File: src/rtl/wbio_master.sv
// Wishbone pipelined bus master: issues single writes or 1..16-beat reads,
// returns one response per ack, aborts on bus error or no-progress timeout.
module wbio_master #(
  parameter int AW      = 5,
  parameter int TIMEOUT = 1023
) (
  input  logic          i_clk,
  input  logic          i_rst,
  input  logic          i_cmd_stb,
  input  logic          i_cmd_we,
  input  logic [AW-1:0] i_cmd_addr,
  input  logic [31:0]   i_cmd_data,
  input  logic [3:0]    i_cmd_len,
  input  logic          i_cmd_inc,
  output logic          o_cmd_busy,
  output logic          o_wb_cyc,
  output logic          o_wb_stb,
  output logic          o_wb_we,
  output logic [AW-1:0] o_wb_addr,
  output logic [31:0]   o_wb_data,
  input  logic          i_wb_ack,
  input  logic          i_wb_stall,
  input  logic          i_wb_err,
  input  logic [31:0]   i_wb_data,
  output logic          o_rsp_stb,
  output logic [31:0]   o_rsp_data,
  output logic          o_rsp_err,
  output logic          o_rsp_last,
  output logic [AW-1:0] o_buserr
);

  localparam int TW = $clog2(TIMEOUT + 1);

  typedef enum logic [1:0] {IDLE, REQ, WAIT} state_t;

  state_t        state, state_nx;
  logic          inc;
  logic [4:0]    nbeats, issued, acked;
  logic [TW-1:0] to_cnt;
  logic [AW-1:0] ack_addr;
  logic          accept, issue, abort, ack_ok, last_issue, last_ack;

  assign o_cmd_busy = (state != IDLE);

  // An ack may arrive in the same cycle its strobe issues, so the issue of this
  // cycle already counts towards the acks that can be accepted.
  always_comb begin
    accept     = i_cmd_stb && (state == IDLE);
    issue      = o_wb_stb && !i_wb_stall;
    abort      = o_wb_cyc && (i_wb_err || (to_cnt == TW'(TIMEOUT)));
    ack_ok     = o_wb_cyc && i_wb_ack && !i_wb_err && (acked < (issued + {4'd0, issue}));
    last_issue = issue && ((issued + 5'd1) == nbeats);
    last_ack   = ack_ok && ((acked + 5'd1) == nbeats);
    state_nx   = state;
    case (state)
      IDLE: if (accept) state_nx = REQ;
      REQ: begin
        if (abort || last_ack) state_nx = IDLE;
        else if (last_issue)   state_nx = WAIT;
      end
      WAIT: if (abort || last_ack) state_nx = IDLE;
      default: state_nx = IDLE;
    endcase
  end

  always_ff @(posedge i_clk) begin
    if (i_rst) state <= IDLE;
    else       state <= state_nx;
  end

  always_ff @(posedge i_clk) begin
    if (i_rst) begin
      o_wb_cyc   <= 1'b0;
      o_wb_stb   <= 1'b0;
      o_wb_we    <= 1'b0;
      o_wb_addr  <= '0;
      o_wb_data  <= '0;
      o_rsp_stb  <= 1'b0;
      o_rsp_data <= '0;
      o_rsp_err  <= 1'b0;
      o_rsp_last <= 1'b0;
      o_buserr   <= '0;
      inc        <= 1'b0;
      nbeats     <= '0;
      issued     <= '0;
      acked      <= '0;
      to_cnt     <= '0;
      ack_addr   <= '0;
    end else begin
      o_rsp_stb  <= 1'b0;
      o_rsp_err  <= 1'b0;
      o_rsp_last <= 1'b0;
      if (accept) begin
        o_wb_cyc  <= 1'b1;
        o_wb_stb  <= 1'b1;
        o_wb_we   <= i_cmd_we;
        o_wb_addr <= i_cmd_addr;
        o_wb_data <= i_cmd_data;
        inc       <= i_cmd_inc;
        nbeats    <= i_cmd_we ? 5'd1 : ({1'b0, i_cmd_len} + 5'd1);
        issued    <= '0;
        acked     <= '0;
        to_cnt    <= '0;
        ack_addr  <= i_cmd_addr;
      end else if (abort) begin
        // ack_addr tracks the oldest beat still waiting for its ack
        o_wb_cyc   <= 1'b0;
        o_wb_stb   <= 1'b0;
        o_rsp_stb  <= 1'b1;
        o_rsp_err  <= 1'b1;
        o_rsp_last <= 1'b1;
        o_rsp_data <= '0;
        o_buserr   <= ack_addr;
      end else begin
        if (issue) begin
          issued <= issued + 5'd1;
          if (inc)        o_wb_addr <= o_wb_addr + AW'(1);
          if (last_issue) o_wb_stb  <= 1'b0;
        end
        if (ack_ok) begin
          acked      <= acked + 5'd1;
          o_rsp_stb  <= 1'b1;
          o_rsp_data <= o_wb_we ? 32'd0 : i_wb_data;
          if (inc) ack_addr <= ack_addr + AW'(1);
          if (last_ack) begin
            o_wb_cyc   <= 1'b0;
            o_wb_stb   <= 1'b0;
            o_rsp_last <= 1'b1;
          end
        end
        if (issue || ack_ok) to_cnt <= '0;
        else if (o_wb_cyc)   to_cnt <= to_cnt + TW'(1);
      end
    end
  end

endmodule

File: config.mk
export PLATFORM = sky130hd
export DESIGN_NAME = wbio_master
export DESIGN_NICKNAME = d
export VERILOG_FILES = /design/src/rtl/wbio_master.sv
export SDC_FILE = /design/constraint.sdc
export NUM_CORES = 1
export LEC_CHECK = 0
export CAP_MARGIN = 15
export CORE_ASPECT_RATIO = 0.6
export CORE_MARGIN = 5
export CORE_UTILIZATION = 50
export DETAILED_ROUTE_END_ITERATION = 10
export PLACE_DENSITY = 0.94
export SYNTH_ARGS = -nofsm -noshare
export SYNTH_HDL_FRONTEND = slang
export SYNTH_SLANG_ARGS = --single-unit
File: constraint.sdc
create_clock -name i_clk -period 6.5 [get_ports i_clk]
set_input_delay 0.65 -clock i_clk [delete_from_list [all_inputs] [get_ports i_clk]]
set_output_delay 0.65 -clock i_clk [all_outputs]
set_load 0.005 [all_outputs]
# After elaboration in Yosys (flattened, before gate mapping)
# Index checks and enable logic that the tools add are counted.
dict set report word_totals {
  regBits 113
  inputBits 81
}
dict set report classes {
  reduce_logical 32
  magnitude_cmp 1
  addsub 7
  n_eq_ne 9
  bitwise 2
  muxes 35
}
# cell count
set ops {}
lappend ops {{two-way mux 32 bit} 3}
lappend ops {{two-way mux 5 bit} 9}
lappend ops {{adder 5 x 1 -> 5 bit (second input constant)} 4}
lappend ops {{two-way mux 10 bit} 2}
lappend ops {{two-way mux 1 bit} 16}
lappend ops {{AND reduction 2 bit} 6}
lappend ops {{nonzero test 2 bit} 6}
lappend ops {{adder 10 x 1 -> 10 bit (second input constant)} 1}
lappend ops {{equality test 10 bit (second input constant)} 1}
lappend ops {{equality test 5 bit} 2}
lappend ops {{AND reduction 3 bit} 3}
lappend ops {{logical AND 1 bit} 8}
lappend ops {{two-way mux 2 bit} 4}
lappend ops {{inequality test 2 bit (second input constant)} 3}
lappend ops {{one-hot mux 2 bit (3 select lines)} 1}
lappend ops {{nonzero test 3 bit} 2}
lappend ops {{adder 4 x 1 -> 5 bit (second input constant)} 1}
lappend ops {{adder 5 x 1 -> 5 bit} 1}
lappend ops {{less-than comparator 5 bit} 1}
lappend ops {{logical OR 1 bit} 3}
lappend ops {{inequality test 3 bit (second input constant)} 1}
lappend ops {{equality test 2 x 1 -> 1 bit (second input constant)} 1}
lappend ops {{equality test 2 bit (second input constant)} 1}
lappend ops {{logical NOT 1 bit} 2}
lappend ops {{3 further kinds} 4}

# Depth between registers and ports, before layout
# Gate-level depths: netlist of the first run.
dict set report depth {
  word_depth 10
  depth_mapped 13
  mapped_depth_nobuf 12
}

# Least setup slack after synthesis of the first run
# Ideal clock, no wire load.
dict set report synth_timing {
  kind {input -> register}
  start {input port i_wb_stall}
  end {register o_rsp_data[10]}
  path_slack_ps 3456
  stages 13
  setup_ps 61
  arrival_ps 2984
  required_ps 6439
  path_cell_list {nand2b_1 -> inv_1 -> ha_1 -> ha_1 -> nand3_1 -> xor2_1 -> ha_1 -> nand2_1 -> nand4_1 -> a21oi_1 -> nor4b_4 -> buf_2 -> a32o_1}
}
dict set report synth_between {
  elab_chain_len 7
}
# item line_no
set synth_rtl {}
lappend synth_rtl {{start: declaration} 22} ;# input logic i_wb_stall,
lappend synth_rtl {{logical NOT 1 bit} 49} ;# issue = o_wb_stb && !i_wb_stall;
lappend synth_rtl {{logical AND 1 bit} 49}
lappend synth_rtl {{adder 5 x 1 -> 5 bit} 51} ;# ack_ok = o_wb_cyc && i_wb_ack && !i_wb_err && (acked < (issued + {4'd0, issue}));
lappend synth_rtl {{less-than comparator 5 bit} 51}
lappend synth_rtl {{logical AND 1 bit} 51}
lappend synth_rtl {{nonzero test 2 bit (no source line)} --}
lappend synth_rtl {{AND reduction 2 bit (no source line)} --}
lappend synth_rtl {{end signal: assignment} 123} ;# o_rsp_data <= o_wb_we ? 32'd0 : i_wb_data;
lappend synth_rtl {{end: declaration} 26} ;# output logic [31:0] o_rsp_data,
# Every way passes these cells.
# A chain may end at the register's enable or synchronous reset.

# Final worst setup path of the first run
dict set report layout_timing {
  start {input port i_wb_stall}
  end {register o_rsp_data[11]}
}
# Same word-level chain as after synthesis.

==> results of run 1 <==
==> kinds of logic after synthesis <==
group	synth area share
and+or+nand+nor	0.199
AOI/OAI and AO/OA	0.164
DFF	0.461
buffers and inverters	0.0375
xor gates and xnor gates	0.0571
muxes	0.0510
adders and majority gates	0.0306
==> area by class of cell <==
cell class / count / area, µm² / share of cell area
inverter: 9 / 33.8 / 0.00470
clock inverter: 5 / 75.1 / 0.0104
tap: 135 / 169 / 0.0235
multi-input combinational: 403 / 2470 / 0.344
clock buffer: 24 / 522 / 0.0726
sequential: 113 / 2260 / 0.315
timing repair buffer: 164 / 1650 / 0.230
==> worst max-delay path by stage <==
stage,startpoint,endpoint,slack [ns],depth (start not counted)
2_1_floorplan,i_wb_stall,o_rsp_data[10],3.46,13
3_3_place_gp,i_wb_stall,o_rsp_data[11],2.58,13
3_5_place_dp,i_wb_stall,o_rsp_data[11],2.31,13
4_1_cts,i_wb_stall,o_rsp_data[11],2.72,13
5_1_grt,i_wb_stall,o_rsp_data[8],2.42,13
6_report,i_wb_stall,o_rsp_data[11],2.66,13
==> power by group <==
group	total, W	internal (W)	switching (W)
registers	0.000751	0.000725	0.0000264
logic	0.000233	0.000125	0.000108
clock network	0.000931	0.000627	0.000305
total	0.00192	0.00148	0.000439
==> Yosys cell counts (3+ instances only) <==
cell type,count
sky130_fd_sc_hd__o211ai_1,4
sky130_fd_sc_hd__clkbuf_1,23
sky130_fd_sc_hd__nor2_1,36
sky130_fd_sc_hd__o21ai_0,10
sky130_fd_sc_hd__xnor2_1,24
sky130_fd_sc_hd__ha_1,12
sky130_fd_sc_hd__buf_2,6
sky130_fd_sc_hd__nor3_1,8
sky130_fd_sc_hd__mux2i_1,25
sky130_fd_sc_hd__a32o_1,16
sky130_fd_sc_hd__nand3_1,11
sky130_fd_sc_hd__a211oi_1,11
sky130_fd_sc_hd__nor2b_1,3
sky130_fd_sc_hd__a31oi_1,4
sky130_fd_sc_hd__and4_1,4
sky130_fd_sc_hd__inv_1,9
sky130_fd_sc_hd__a21oi_1,58
sky130_fd_sc_hd__nand2b_1,8
sky130_fd_sc_hd__or3_1,5
sky130_fd_sc_hd__dfxtp_1,113
sky130_fd_sc_hd__nand4_1,3
sky130_fd_sc_hd__nand2_1,117
sky130_fd_sc_hd__xor2_1,8
==> through the flow <==
step / hold slack, ns / worst slack, ns / instance area (µm²)
3_3_place_gp: 0.442 / 2.58 / 6560
4_1_cts: 0.455 / 2.72 / 7160
3_5_place_dp: 0.448 / 2.31 / 6560
6_report: 0.455 / 2.66 / 7180
5_1_grt: 0.474 / 2.42 / 7180
2_1_floorplan: 0.452 / 3.46 / 4910
==> worst reg2reg max path: stages, from the launching register on <==
cell	delay, ns
sky130_fd_sc_hd__dfxtp_1	0.35
sky130_fd_sc_hd__nand2b_1	0.16
sky130_fd_sc_hd__inv_1	0.19
sky130_fd_sc_hd__ha_1	0.20
sky130_fd_sc_hd__ha_1	0.19
sky130_fd_sc_hd__nand3_1	0.10
sky130_fd_sc_hd__xor2_1	0.17
sky130_fd_sc_hd__ha_1	0.33
sky130_fd_sc_hd__nand2_1	0.11
sky130_fd_sc_hd__nand4_1	0.18
sky130_fd_sc_hd__a21oi_1	0.41
sky130_fd_sc_hd__nor4b_4	0.76
sky130_fd_sc_hd__a32o_1	0.24
==> layer usage <==
metal  GRT usage  part of all wire
met2       0.408              0.45
met1       0.288              0.40
met5           0                 0
met4      0.0915             0.019
met3       0.114              0.13
==> state kept, by name, indices dropped and copies added (netlist names), 2 cells and up <==
register	flops
acked	5
o_buserr	5
o_rsp_data	32
o_wb_addr	5
to_cnt	10
o_wb_data	32
nbeats	5
state	2
issued	5
ack_addr	5
==> impl_metrics.py, run 1 <==
metrics = {
    "synthesis": {
        "synthArstFlopShare": 0,
        "synth_cells": 558,
        "postSynthNetCount": 651,
        "synth_top_flop_cell": "sky130_fd_sc_hd__dfxtp_1",
        "netlist_top_cells_area": "sky130_fd_sc_hd__dfxtp_1, sky130_fd_sc_hd__nand2_1, sky130_fd_sc_hd__a21oi_1",
        "synth-warning-count": 0,
        "netlist-cell-type-count": 55,
        "portion_of_the_post_synthesis_area_used_by_sequential_elements": 0.461,
        "post_synth.cell_area_avg_um2": 8.79,
        "synth_area_um2": 4910,
        "synth_largest_type_area_fraction": 0.461,
        "post-synth-top-area-cell": "sky130_fd_sc_hd__dfxtp_1",
        "number_of_synthesized_flops_with_an_enable_pin": 0,
        "ys_seq_elements": 113,
    },
    "global_route": {
        "groute.usage.overall": 0.249,
        "vias_in_the_first_global_route": 4750,
        "grt.overflow.total": 0,
        "initial_antenna_violation_count": 0,
        "grt_max_degree": 62,
        "grt_pass1_wl_mm": 23.4,
    },
    "route": {
        "drtIter0Drc": 280,
        "route.final.wire_length_mm": 14.6,
        "drc_errors": 0,
        "route.detailed.vias_per_inst": 5.51,
        "drt-wirelength-per-cell_um": 17.1,
        "drt.antenna.violating_nets": 0,
        "route.vias.total": 4704,
        "detailedRoute.firstPassIterationCount": 5,
    },
    "placed_design": {
        "number_of_placed_instances_with_taps_included": 823,
        "port_buffers": 161,
        "routabilityCongestion": 0.970,
        "post-dp-hpwl_mm": 10.2,
    },
    "sta": {
        "max_slew_margin": 0.311,
        "report.final.hold_viol_count": 0,
        "layout_min_cycle_time_ns": 3.84,
        "finalCritPeriodShare": 0.591,
        "timing_max_transition_violations_final": 0,
        "totalNegativeSetupSlack_ns": 0,
        "fmax_mhz": 260,
        "rsz0062_at_grt": "no",
        "worst_pin_slew_ns": 1.03,
        "setup-violations-final": 0,
        "fin_worst_skew_ns": 0.00688,
    },
    "pwr": {
        "finalPower_w": 0.00192,
        "power.density_nw_per_um2": 267,
        "irDropWorstVdd_uv": 223,
        "total_leakage_power_nw": 2.71,
    },
    "finish": {
        "insertedDiodeCount": 0,
        "layout_common_cells": "sky130_fd_sc_hd__clkdlybuf4s50_1, sky130_fd_sc_hd__nand2_1, sky130_fd_sc_hd__dfxtp_1",
        "layout_commonest_cell": "sky130_fd_sc_hd__clkdlybuf4s50_1",
        "n_fill_cell": 651,
        "nNetsFinal": 801,
        "syn_to_final_growth_pct": 46.4,
        "final_cells": 853,
        "layout-drive-gt1-share": 0.0655,
        "post-route-util": 0.740,
    },
    "hold_path": {
        "holdPathEnd": "o_wb_data[7]",
        "min-delay-start": "o_wb_data[7]",
        "hold_class": "register to register",
        "min_delay_path_depth": 2,
    },
    "run": {
        "maxCapViolCount": 0,
    },
    "critical_path": {
        "arrival_ns": 4.18,
        "critical_path_buf_inv_count": 2,
        "worst_path_max_delay_cell": "sky130_fd_sc_hd__nor4b_4",
        "crit_path_most_repeated_cell": "sky130_fd_sc_hd__ha_1",
        "critical_path_required_ns": 6.84,
        "timing.critical_path.cells": "clkdlybuf4s50_1 > nand2b_1 > inv_1 > ha_1 > ha_1 > nand3_1 > xor2_1 > ha_1 > nand2_1 > nand4_1 > a21oi_1 > nor4b_4 > a32o_1",
        "crit_path_max_incr_delay_ns": 0.76,
        "setup.worst_path.end_class": "register",
        "timing.rr.end": "o_rsp_data[11]",
        "criticalPathCategory": "input port to register",
        "critPathLaunchType": "input port",
        "cpLargestDelayFamily": "simple AND/OR/NAND/NOR gates",
        "crit-reg2reg-launch": "o_wb_stb",
        "path_max_fanout": 16,
        "regToRegSetupSlack_ns": 3.05,
        "timing.reg2reg.worst_path_depth": 12,
    },
    "floorplan": {
        "rows": 28,
        "dieHeight_um": 86.7,
        "design.portCount": 162,
        "core_area_um2": 9700,
        "area_of_the_die_um2": 12000,
        "fp.dieW_um": 138,
        "initial_core_util": 0.506,
    },
    "clock_network": {
        "path_clk_slew_ns": 0.05,
        "holdBufCountCts": 0,
        "number_of_buffers_created_by_cts": 17,
        "cts.htree.levels": 4,
        "clockBufferDepth": 2,
        "cts_num_sinks": 113,
        "post_cts_resize_count": 0,
        "cts_tree": "done",
        "root_buffer": "sky130_fd_sc_hd__clkbuf_16",
        "worstSkewPairLatency_ns": 0.41,
        "cts_post_setup_buffers_inserted": 0,
    },
    "run_status": {
        "status": "finished, final reports clean",
    },
}
Power figures use the tool's default switching activity.
==> run 2, diff against run 1 <==
Settings changed: CORE_UTILIZATION 50 to 46, PLACE_DENSITY 0.94 to 0.88.
Clock period 6.5 ns to 3.8 ns, I/O delays scaled along.
==> impl_metrics.py, run 2 (synthesis results as in run 1) <==
metrics = {
    "clock_network": {
        "cts_post_setup_buffers_inserted": 0,
        "worstSkewPairLatency_ns": 0.40,
        "cts_num_sinks": 113,
        "clockBufferDepth": 2,
        "number_of_buffers_created_by_cts": 17,
        "holdBufCountCts": 0,
        "post_cts_resize_count": 0,
        "cts_tree": "done",
        "root_buffer": "sky130_fd_sc_hd__clkbuf_16",
        "cts.htree.levels": 4,
        "path_clk_slew_ns": 0.05,
    },
    "global_route": {
        "grt.overflow.total": 0,
        "initial_antenna_violation_count": 0,
        "grt_max_degree": 51,
        "grt_pass1_wl_mm": 23.1,
        "groute.usage.overall": 0.221,
        "vias_in_the_first_global_route": 4663,
    },
    "critical_path": {
        "crit_path_max_incr_delay_ns": 0.84,
        "critical_path_required_ns": 4.12,
        "arrival_ns": 3.60,
        "regToRegSetupSlack_ns": 0.65,
        "crit_path_most_repeated_cell": "sky130_fd_sc_hd__ha_1",
        "crit-reg2reg-launch": "o_wb_stb",
        "timing.rr.end": "o_rsp_data[31]",
        "criticalPathCategory": "input port to register",
        "path_max_fanout": 32,
        "worst_path_max_delay_cell": "sky130_fd_sc_hd__o21ai_4",
        "critPathLaunchType": "input port",
        "timing.critical_path.cells": "clkdlybuf4s50_1 > nand2b_1 > inv_1 > ha_1 > ha_1 > xnor2_1 > ha_1 > nand2_1 > o21ai_1 > a21oi_1 > o21ai_4 > mux2i_1",
        "timing.reg2reg.worst_path_depth": 11,
        "setup.worst_path.end_class": "register",
    },
    "route": {
        "drc_errors": 0,
        "detailedRoute.firstPassIterationCount": 4,
        "route.final.wire_length_mm": 14.2,
        "drtIter0Drc": 199,
        "route.detailed.vias_per_inst": 5.39,
        "drt.antenna.violating_nets": 0,
        "drt-wirelength-per-cell_um": 16.5,
        "route.vias.total": 4655,
    },
    "floorplan": {
        "area_of_the_die_um2": 12900,
        "initial_core_util": 0.468,
        "rows": 29,
        "fp.dieW_um": 143,
        "dieHeight_um": 90.0,
        "design.portCount": 162,
        "core_area_um2": 10500,
    },
    "sta": {
        "report.final.hold_viol_count": 0,
        "fmax_mhz": 305,
        "layout_min_cycle_time_ns": 3.28,
        "worst_pin_slew_ns": 1.04,
        "timing_max_transition_violations_final": 0,
        "rsz0062_at_grt": "no",
        "finalCritPeriodShare": 0.862,
        "setup-violations-final": 0,
        "totalNegativeSetupSlack_ns": 0,
        "fin_worst_skew_ns": 0.00952,
        "max_slew_margin": 0.303,
    },
    "finish": {
        "syn_to_final_growth_pct": 45.8,
        "layout_commonest_cell": "sky130_fd_sc_hd__clkdlybuf4s50_1",
        "layout-drive-gt1-share": 0.0703,
        "layout_common_cells": "sky130_fd_sc_hd__clkdlybuf4s50_1, sky130_fd_sc_hd__nand2_1, sky130_fd_sc_hd__dfxtp_1",
        "nNetsFinal": 805,
        "reg_top3": "o_rsp_data: 32 flops, o_wb_data: 32 flops, to_cnt: 10 flops",
        "insertedDiodeCount": 0,
        "n_fill_cell": 798,
        "area_of_all_placed_cells_without_fillers_um2": 7150,
        "area_occupied_by_multi_input_gates_um2": 2470,
        "final-seq-area_um2": 2260,
    },
    "placed_design": {
        "port_buffers": 161,
        "post-dp-hpwl_mm": 10.3,
        "routabilityCongestion": 0.941,
        "placed_area_um2": 6600,
    },
    "pwr": {
        "power.density_nw_per_um2": 438,
        "irDropWorstVdd_uv": 317,
        "total_leakage_power_nw": 2.69,
    },
    "run_status": {
        "status": "finished, final reports clean",
    },
    "hold_path": {
        "hold_class": "register to register",
        "holdPathEnd": "o_wb_data[27]",
        "min-delay-start": "o_wb_data[27]",
        "min_delay_path_depth": 2,
    },
    "run": {
        "maxCapViolCount": 0,
    },
}
## run 2: through the flow
step           worst slack, ns  cells  power, W  utilization  hold WS [ns]
2_1_floorplan             1.03    558   0.00148            -         0.452
3_3_place_gp             0.332    832   0.00169        0.630         0.442
3_5_place_dp             0.141    832   0.00170        0.630         0.448
4_1_cts                  0.551    864   0.00316        0.682         0.455
5_1_grt                  0.376    864   0.00326        0.682         0.470
6_report                 0.525    864   0.00314        0.682         0.452
## run 2: how the worst max path moves through the flow
| stage | start | endpoint | cells after the start | slack, ns |
|---|---|---|---|---|
| 2_1_floorplan | i_wb_stall | o_rsp_data[10] | 13 | 1.03 |
| 3_3_place_gp | i_wb_stall | o_rsp_data[22] | 12 | 0.33 |
| 3_5_place_dp | i_wb_stall | o_rsp_data[15] | 12 | 0.14 |
| 4_1_cts | i_wb_stall | o_rsp_data[15] | 12 | 0.55 |
| 5_1_grt | i_wb_stall | o_rsp_data[9] | 12 | 0.38 |
| 6_report | i_wb_stall | o_rsp_data[31] | 12 | 0.52 |
## run 2: critical path: cells and delay by family
kind | cells | cell delay [ns]
AOI/OAI and AO/OA | 3 | 1.29
adders and majority gates | 3 | 0.75
buffers and inverters | 2 | 0.54
muxes | 1 | 0.28
and+or+nand+nor | 2 | 0.21
xor gates and xnor gates | 1 | 0.15
## run 2: where the power goes
| group | switching [W] | leakage [nW] | internal [W] |
|---|---|---|---|
| registers | 0.0000444 | 0.920 | 0.00124 |
| logic | 0.000184 | 1.50 | 0.000214 |
| clock network | 0.000528 | 0.266 | 0.000926 |
| total | 0.000756 | 2.69 | 0.00238 |
## run 2: final cells by class
class | count | share of cell area
timing repair buffer | 168 | 0.232
inverter | 9 | 0.00472
clock inverter | 10 | 0.0121
sequential | 113 | 0.316
multi-input combinational | 403 | 0.346
clock buffer | 22 | 0.0649
tap | 139 | 0.0243
## run 2: metal layers
metal	GRT usage	part of all wire
met2	0.345	0.44
met3	0.101	0.13
met5	0	0
met1	0.275	0.41
met4	0.0611	0.010
